File: src/rtl/ssd_pkg.sv
// ssd_pkg: shared types and constants for the seven-segment driver.
package ssd_pkg;
    typedef enum logic {IDLE, SHIFT} state_t;
    localparam int NUM_W      = 13;
    localparam int BCD_DIGITS = 4;
    localparam int BCD_W      = 4 * BCD_DIGITS;
    localparam logic [6:0] SEG_BLANK = 7'b1111111;
    localparam logic [6:0] SEG_TABLE [10] = '{
        7'b1000000, 7'b1111001, 7'b0100100, 7'b0110000, 7'b0011001,
        7'b0010010, 7'b0000010, 7'b1111000, 7'b0000000, 7'b0010000
    };
    localparam logic [3:0] AN_UNITS     = 4'b1110;
    localparam logic [3:0] AN_TENS      = 4'b1101;
    localparam logic [3:0] AN_HUNDREDS  = 4'b1011;
    localparam logic [3:0] AN_THOUSANDS = 4'b0111;
    localparam logic [3:0] AN_OFF       = 4'b1111;

    function automatic logic [6:0] seg_decode(input logic [3:0] d);
        return (d > 4'd9) ? SEG_BLANK : SEG_TABLE[d];
    endfunction
endpackage

File: src/rtl/ssd_driver_bin2bcd.sv
// bin2bcd_seq: sequential double-dabble converter; publishes digits only after
// the final shift so a partial result is never visible.
module bin2bcd_seq
    import ssd_pkg::*;
(
    input  logic             clk,
    input  logic             rst,
    input  logic [NUM_W-1:0] num,
    output logic             busy,
    output logic [BCD_W-1:0] bcd
);
    localparam logic [3:0] LAST = 4'(NUM_W - 1);

    state_t           state_q, state_d;
    logic [3:0]       cnt_q, cnt_d;
    logic [NUM_W-1:0] bin_q, bin_d, last_q, last_d;
    logic [BCD_W-1:0] scr_q, scr_d, bcd_q, bcd_d, adj;

    always_comb begin
        adj = scr_q;
        for (int i = 0; i < BCD_DIGITS; i++)
            adj[4*i +: 4] = (scr_q[4*i +: 4] >= 4'd5) ? scr_q[4*i +: 4] + 4'd3 : scr_q[4*i +: 4];
    end

    always_comb begin
        state_d = state_q;
        cnt_d   = cnt_q;
        bin_d   = bin_q;
        last_d  = last_q;
        scr_d   = scr_q;
        bcd_d   = bcd_q;
        if (state_q == IDLE) begin
            if (num != last_q) begin
                bin_d   = num;
                last_d  = num;
                scr_d   = '0;
                cnt_d   = '0;
                state_d = SHIFT;
            end
        end else begin
            {scr_d, bin_d} = {adj, bin_q} << 1;
            cnt_d = cnt_q + 4'd1;
            if (cnt_q == LAST) begin
                bcd_d   = scr_d;
                state_d = IDLE;
            end
        end
    end

    always_ff @(posedge clk or posedge rst) begin
        if (rst) begin
            state_q <= IDLE;
            cnt_q   <= '0;
            bin_q   <= '0;
            last_q  <= '0;
            scr_q   <= '0;
            bcd_q   <= '0;
        end else begin
            state_q <= state_d;
            cnt_q   <= cnt_d;
            bin_q   <= bin_d;
            last_q  <= last_d;
            scr_q   <= scr_d;
            bcd_q   <= bcd_d;
        end
    end

    assign busy = (state_q == SHIFT);
    assign bcd  = bcd_q;
endmodule

File: src/rtl/ssd_driver.sv
// ssd_driver: BCD conversion and 4-digit multiplexed common-anode display.
// Define SSD_BLANK_EN to blank leading zeros (units always lit).
module ssd_driver
    import ssd_pkg::*;
#(
    parameter int REFRESH_BITS = 18
) (
    input  logic             clk,
    input  logic             rst,
    input  logic [NUM_W-1:0] Num,
    output logic             Busy,
    output logic [3:0]       Anode,
    output logic [6:0]       Segments
);
    logic [REFRESH_BITS-1:0] cnt_q, cnt_d;
    logic [BCD_W-1:0]        bcd;
    logic [1:0]              sel;
    logic [3:0]              digit, anode_d, anode_q;
    logic [6:0]              seg_d, seg_q;
    logic                    blank;

    bin2bcd_seq u_bcd (
        .clk  (clk),
        .rst  (rst),
        .num  (Num),
        .busy (Busy),
        .bcd  (bcd)
    );

    always_comb begin
        cnt_d = cnt_q + REFRESH_BITS'(1);
        sel   = cnt_q[REFRESH_BITS-1 -: 2];
        digit = bcd[4*sel +: 4];
`ifdef SSD_BLANK_EN
        // a slot is a leading zero when it and every digit above it are zero
        blank = (sel != 2'd0) && ((bcd >> {sel, 2'b00}) == '0);
`else
        blank = 1'b0;
`endif
        anode_d = blank ? AN_OFF :
                  (sel == 2'd0) ? AN_UNITS :
                  (sel == 2'd1) ? AN_TENS :
                  (sel == 2'd2) ? AN_HUNDREDS : AN_THOUSANDS;
        seg_d   = blank ? SEG_BLANK : seg_decode(digit);
    end

    always_ff @(posedge clk or posedge rst) begin
        if (rst) begin
            cnt_q   <= '0;
            anode_q <= AN_OFF;
            seg_q   <= SEG_BLANK;
        end else begin
            cnt_q   <= cnt_d;
            anode_q <= anode_d;
            seg_q   <= seg_d;
        end
    end

    assign Anode    = anode_q;
    assign Segments = seg_q;
endmodule
File: config.mk
export PLATFORM = sky130hd
export DESIGN_NAME = ssd_driver
export DESIGN_NICKNAME = d
export VERILOG_FILES = /design/src/rtl/ssd_pkg.sv /design/src/rtl/ssd_driver_bin2bcd.sv /design/src/rtl/ssd_driver.sv
export SDC_FILE = /design/constraint.sdc
export NUM_CORES = 1
export LEC_CHECK = 0
export BUFFER_PORTS_ARGS = -buffer_cell sky130_fd_sc_hd__buf_4
export CORE_ASPECT_RATIO = 2
export CORE_MARGIN = 2
export CORE_UTILIZATION = 45
export CTS_BUF_LIST = sky130_fd_sc_hd__clkbuf_8
export CTS_CLUSTER_DIAMETER = 30
export DETAILED_ROUTE_END_ITERATION = 7
export HOLD_SLACK_MARGIN = 0.15
export REMOVE_ABC_BUFFERS = 1
export SYNTH_ARGS = -nofsm -noshare
export SYNTH_HDL_FRONTEND = slang
export SYNTH_SLANG_ARGS = --single-unit
export TNS_END_PERCENT = 1
File: constraint.sdc
create_clock -name clk -period 3.1 [get_ports clk]
set_input_delay 0.62 -clock clk [delete_from_list [all_inputs] [get_ports clk]]
set_output_delay 0.62 -clock clk [all_outputs]
set_load 0.005 [all_outputs]
==> impl_metrics.csv, run 1 <==
group,metric,value,unit
drt,drt_iter0_markers,109,
synthesis,synth-compound-area-share,8.507,%
timing,slew_violations,0,
timing,fin_skew,0.01548,ns
timing,setup_violations,0,
global_routing,grtUsageTotal,18.01,%
floorplan,rows,51,
global_routing,grt_pass1_wl,14380,um
cts,cts_setup_buffers,0,
layout,fillCellCount,880,
floorplan,start_util,45.49,%
synthesis,synthXorXnorAreaFrac,6.594,%
timing,fin_crit_sh,71.76,%
setup_path,r2r_cells,6,
layout,antenna_cells,0,
synthesis,yosys.area.top_type_share,46.25,%
setup_path,crit_start,"u_bcd.busy",
timing,max_slew.worst_pin.slew,0.7827,ns
synthesis,muxShareOfSynthArea,10.42,%
place,place_area,4748,um2
synthesis,yosys.area_share.simple,13.59,%
place,gp_congestion,0.7866,
setup_path,end_kind,"output pin",
synthesis,yosysTopAreaCell,"dfrtp_1",
drt,dr.pass1.iters,4,
floorplan,coreArea,9635,um2
synthesis,synthCells,402,
timing,rsz0062_at_grt,"false",
timing,slew_headroom,47.76,%
setup_path,start_kind,"register",
power,powerDensity,844.2,nW/um2
layout,final_cell_area,4959,um2
timing,max_freq,449.5,MHz
cts,h-tree-depth,3,
cts,cts-buffers-inserted,9,
global_routing,antenna_found_initial,0,
floorplan,dieArea,10590,um2
layout,drive_above_1_share,21.51,%
drt,vias,2881,
cts,cts_resized,0,
drt,wirelength,8251,um
global_routing,grt_overflow,0,
cts,path_clk_slew,0.09,ns
floorplan,die_x,73.79,um
synthesis,yosys_warnings,0,
timing,holdWs,0.3766,ns
cts,cts_tree,"yes",
cts,clock_latency,0.37,ns
place,io_buffers,26,
synthesis,synth_top_family_by_area,"simple AND/OR/NAND/NOR gates",
hold_path,hp-class,"in2async",
drt,post_drt_via_cell_ratio,5.063,
setup_path,arrival,1.60,ns
run,drv_cap,0,
timing,fin_crit,2.224,ns
setup_path,worstSetupPathType,"reg2out",
setup_path,reg2reg_slack,1.04,ns
setup_path,cp-endpoint,"Busy",
setup_path,crit_path_max_fanout,20,
timing,finalHoldViolations,0,
global_routing,grt_start_max_net_pins,45,
synthesis,ys_top_cells_by_area,"dfrtp_1 (46%), dfstp_2 (6.6%), xnor2_1 (5.8%)",
setup_path,timing.rr.start,"u_bcd.last_q[1]",
floorplan,ioPinCount,27,
outcome,status,"finished clean",
synthesis,synth.distinct_cells,41,
drt,wl_per_cell,14.50,um
drt,drc,0,
place,dp_hpwl,6250,um
floorplan,die_y,143.6,um
cts,cts_buffer_depth,2,
layout,nNetsFinal,463,
power,power.leakage,2.176,nW
synthesis,syn_area,4383,um2
setup_path,worstPathRequired,2.48,ns
synthesis,synth_fa_ha_area_share,4.568,%
cts,cts-root-buf,"clkbuf_8",
layout,area_delta_synth_final,13.13,%
synthesis,ys_seq_elements,92,
synthesis,syn_avg_cell_area,10.90,um2
setup_path,reg2reg_to,"u_bcd.cnt_q[2]",
drt,drtAntennaViolNets,0,
synthesis,seq_area_frac_synth,52.84,%
layout,finish.utilization,51.46,%
global_routing,grt_pass1_vias,2989,
cts,hold_buffers,0,
power,ir_worst_vdd,0.4033,mV
cts,cts_sinks,92,
## sequential cells by signal (all words and copies together), names as in the netlist
signal        flops
Anode             4
Segments          7
cnt_q            18
u_bcd.bcd        16
u_bcd.bin_q      13
u_bcd.busy        1
u_bcd.cnt_q       4
u_bcd.last_q     13
u_bcd.scr_q      16
## final cells by class
type                            count  area, um2  area share, %
Sequential cell                    92       2316          46.71
Multi-Input combinational cell    275       1923          38.78
Timing Repair Buffer               34      267.8          5.400
Tap cell                          132      165.2          3.331
Clock buffer                       11      151.4          3.053
Inverter                           20      76.32          1.539
Clock inverter                      5      58.81          1.186
## power by group
part | switching, mW | total, mW | leakage, nW | internal [mW]
clock network | 0.409 | 0.827 | 0.107 | 0.418
registers | 0.312 | 1.96 | 1.13 | 1.64
logic | 0.709 | 1.40 | 0.939 | 0.694
total | 1.43 | 4.19 | 2.18 | 2.76
## cells in the mapped netlist (all sizes together)
cell	n
nor2	26
buf	5
o21ai	31
nand2	39
xor2	4
dfstp	11
nor2b	1
inv	20
and2	1
mux2i	13
a32oi	1
nor3b	8
dfrtp	81
or2	1
nand2b	7
nor3	3
ha	16
and4	1
o31ai	4
a211o	1
mux2	21
nor4	3
and3	1
nand3	22
a21oi	26
a21o	4
clkbuf	10
or4	1
o21ba	1
nand4	6
mux4	4
xnor2	29
## cell families (layout without fill, tap and decap cells)
group | Yosys count | in the layout
AO/OA/AOI/OAI | 68 | 68
XOR/XNOR | 33 | 33
AND/OR/NAND/NOR | 120 | 120
buffers and inverters | 35 | 70
multiplexers | 38 | 38
adder cells (fa/ha/maj) | 16 | 16
flip-flops | 92 | 92
## cells in the final DEF (no fill, tap or decap), types with 11 or more instances in the layout
| master | synthesis | routed |
|---|---|---|
| buf_4 | 0 | 33 |
| dfstp_2 | 11 | 11 |
| xnor2_1 | 29 | 29 |
| nand3_1 | 22 | 22 |
| inv_1 | 19 | 19 |
| mux2_2 | 21 | 21 |
| ha_1 | 16 | 16 |
| a21oi_1 | 26 | 26 |
| o21ai_0 | 29 | 29 |
| nand2_1 | 39 | 39 |
| mux2i_1 | 13 | 13 |
| clkbuf_8 | 0 | 11 |
| nor2_1 | 25 | 25 |
| dfrtp_1 | 81 | 81 |
## worst min-delay path by stage
| stage | cells past startpoint | endpoint | startpoint | slack [ns] |
|---|---|---|---|---|
| 4_1_cts | 2 | u_bcd.last_q[7] | rst | 0.39 |
| 3_5_place_dp | 1 | cnt_q[10] | cnt_q[10] | 0.48 |
| 3_3_place_gp | 2 | u_bcd.bcd[8] | u_bcd.bcd[8] | 0.47 |
| 5_1_grt | 2 | cnt_q[16] | rst | 0.43 |
| 2_1_floorplan | 1 | cnt_q[0] | cnt_q[0] | 0.44 |
| 6_report | 2 | cnt_q[16] | rst | 0.38 |
## per-layer routing
layer | vias up | track usage [%] | routed length, um
li1 | 1436 | - | -
met1 | 1384 | 19.09 | 3088
met2 | 39 | 32.14 | 4662
met3 | 22 | 4.488 | 188
met4 | 0 | 8.708 | 312
met5 | - | 0 | 0
## worst max-delay path, stage by stage (launching register included)
cell and delay (ns):
dfrtp_1 0.85, buf_4 0.27, buf_4 0.12
## metrics by stage
stage	power (mW)	instances	setup WS, ns	setup TNS (ns)
2_1_floorplan	2.951	387	-0.2545	-4.025
3_3_place_gp	3.358	553	0.7654	0
3_5_place_dp	3.412	553	0.7038	0
4_1_cts	4.250	569	0.8651	0
5_1_grt	4.545	569	0.7741	0
6_report	4.186	569	0.8755	0
Power figures use the tool's default switching activity.
==> inputs of run 2 (changes only) <==
==> constraint.sdc (replaced) <==
create_clock -name clk -period 1.92 [get_ports clk]
set_input_delay 0.384 -clock clk [delete_from_list [all_inputs] [get_ports clk]]
set_output_delay 0.384 -clock clk [all_outputs]
set_load 0.005 [all_outputs]
==> run 2 against run 1 <==
Net effect:
- first-iteration DRC count up 41%
- largest cell class unchanged
- via count rose by 1.5%
- critical path depth is 5 higher
- highest routed layer unchanged
- flip-flop and latch count unchanged
- critical endpoint is now u_bcd.bin_q[4]
==> impl_metrics.csv, run 2 (synthesis results as in run 1) <==
group,metric,value,unit
outcome,status,"finished clean",
drt,post_drt_via_cell_ratio,5.068,
floorplan,die_x,73.79,um
setup_path,cp-endpoint,"u_bcd.bin_q[4]",
power,power.leakage,2.253,nW
drt,drt_iter0_markers,154,
run,drv_cap,0,
timing,max_slew.worst_pin.slew,0.4148,ns
global_routing,grt_pass1_wl,14300,um
drt,wl_per_cell,14.37,um
cts,cts_tree,"yes",
layout,largest_reg_flops,18,
layout,regMostFlops,"cnt_q",
layout,area_delta_synth_final,16.76,%
place,place_area,4811,um2
timing,slew_headroom,72.31,%
floorplan,rows,51,
place,dp_hpwl,6367,um
power,p_int,4.769,mW
setup_path,reg2reg_to,"u_bcd.bin_q[4]",
setup_path,end_kind,"register",
global_routing,grt_pass1_vias,2981,
timing,rsz0062_at_grt,"false",
timing,slew_violations,0,
drt,dr.pass1.iters,4,
cts,cts_sinks,92,
setup_path,worst-path-stages,7,
drt,vias,2924,
layout,final_cell_mix,"dfrtp_1 (79), nand2_1 (39), buf_4 (37), o21ai_0 (29), xnor2_1 (27)",
global_routing,grtUsageTotal,17.85,%
setup_path,timing.rr.start,"u_bcd.last_q[0]",
setup_path,start_kind,"register",
floorplan,start_util,45.49,%
setup_path,crit_start,"u_bcd.last_q[0]",
power,switchingPower,2.287,mW
layout,antenna_cells,0,
setup_path,crit_slowest_cell,"dfrtp_1",
power,swShare,32.41,%
setup_path,crit_family,"simple AND/OR/NAND/NOR gates",
cts,cts-buffers-inserted,9,
setup_path,worstPathRequired,2.15,ns
timing,max_freq,566.3,MHz
power,p_seq_share,44.9,%
cts,path_clk_slew,0.08,ns
setup_path,arrival,1.99,ns
setup_path,worstSetupPathType,"reg2reg",
place,gp_congestion,0.8064,
power,ir_worst_vdd,0.7393,mV
setup_path,crit_path_max_fanout,11,
floorplan,dieArea,10590,um2
setup_path,max_stage_delay,0.41,ns
global_routing,antenna_found_initial,0,
floorplan,coreArea,9635,um2
layout,final_cell_area,5117,um2
power,powerDensity,1379,nW/um2
layout,fillCellCount,881,
drt,drtAntennaViolNets,0,
cts,cts-root-buf,"clkbuf_8",
floorplan,ioPinCount,27,
place,io_buffers,26,
layout,drive_above_1_share,24.04,%
setup_path,crit_path_cell_trace,"xnor2_2, nand4_1, nor4_4, buf_6, buf_12, mux2i_1, a21oi_1",
layout,layout_commonest_cell,"dfrtp_1",
cts,cts_buffer_depth,2,
cts,clock_latency,0.36,ns
global_routing,grt_overflow,0,
timing,fin_crit,1.766,ns
setup_path,reg2reg_slack,0.15,ns
timing,holdWs,0.2814,ns
timing,fin_skew,0.008751,ns
floorplan,die_y,143.6,um
layout,nNetsFinal,471,
timing,finalHoldViolations,0,
hold_path,hp-class,"in2reg",
power,combPwrFrac,32.4,%
setup_path,r2r_cells,7,
cts,h-tree-depth,3,
drt,wirelength,8294,um
global_routing,grt_start_max_net_pins,37,
drt,drc,0,
setup_path,crit_buf_inv,2,
power,clockPowerShare,22.8,%
timing,setup_violations,0,
timing,fin_crit_sh,91.97,%
[run 2: timing repair]
action | 4_1_cts | 5_1_grt
hold endpoints to repair | 16 | 0
setup buffers | 0 | 2
setup endpoints to repair | 0 | 7
hold buffers | 1 | 0
resized for setup | 0 | 6
[run 2: worst reg2reg max path, cell delays in order, from the launching register on]
cell and delay (ns):
dfrtp_1 0.41, xnor2_2 0.19, nand4_1 0.17, nor4_4 0.31, buf_6 0.17, buf_12 0.13
mux2i_1 0.18, a21oi_1 0.08
[run 2: stage by stage]
step	instances	setup WS [ns]	utilization (%)	total power, mW	setup TNS, ns
CTS	575	0.05863	52.71	7.116	0
global placement	558	-0.01112	49.93	5.399	-0.03563
detailed placement	558	-0.04251	49.93	5.493	-0.1997
global route	577	0.005543	53.11	7.628	0
floorplan	387	-1.198	-	4.765	-113.76
finish	577	0.1542	53.11	7.056	0
[run 2: worst min path at each step]
| stage | cells past startpoint | slack [ns] | end | start |
|---|---|---|---|---|
| final | 2 | 0.28 | u_bcd.last_q[7] | Num[7] |
| after global routing | 2 | 0.26 | u_bcd.last_q[9] | Num[9] |
| after CTS | 2 | 0.26 | u_bcd.last_q[9] | Num[9] |
| after detailed placement | 2 | 0.40 | u_bcd.cnt_q[0] | rst |
| after global placement | 2 | 0.39 | u_bcd.cnt_q[1] | rst |
| after floorplan | 1 | 0.44 | cnt_q[0] | cnt_q[0] |
[run 2: power by group through the flow]
stage | clock (mW) | combinational (mW) | sequential (mW)
finish | 1.61 | 2.28 | 3.16
detailed placement | 0 | 2.28 | 3.21
global route | 1.74 | 2.62 | 3.26
global placement | 0 | 2.22 | 3.18
floorplan | 0 | 1.72 | 3.04
CTS | 1.66 | 2.29 | 3.17
[run 2: final cells by class]
class	count	area, um2	area share [%]
flip-flops and latches	92	2318	45.31
well taps	132	165.2	3.227
inverters	20	76.32	1.491
multi-input cells	275	1941	37.92
clock inverters	5	106.4	2.078
repair buffers	42	359.1	7.017
clock buffers	11	151.4	2.958
[run 2: routing by layer]
| layer | vias up | wire, um | global-route usage (%) |
|---|---|---|---|
| met1 | 1416 | 3010 | 18.87 |
| met4 | 0 | 362 | 9.569 |
| li1 | 1451 | - | - |
| met5 | - | 0 | 0 |
| met3 | 17 | 157 | 3.156 |
| met2 | 40 | 4764 | 32.33 |
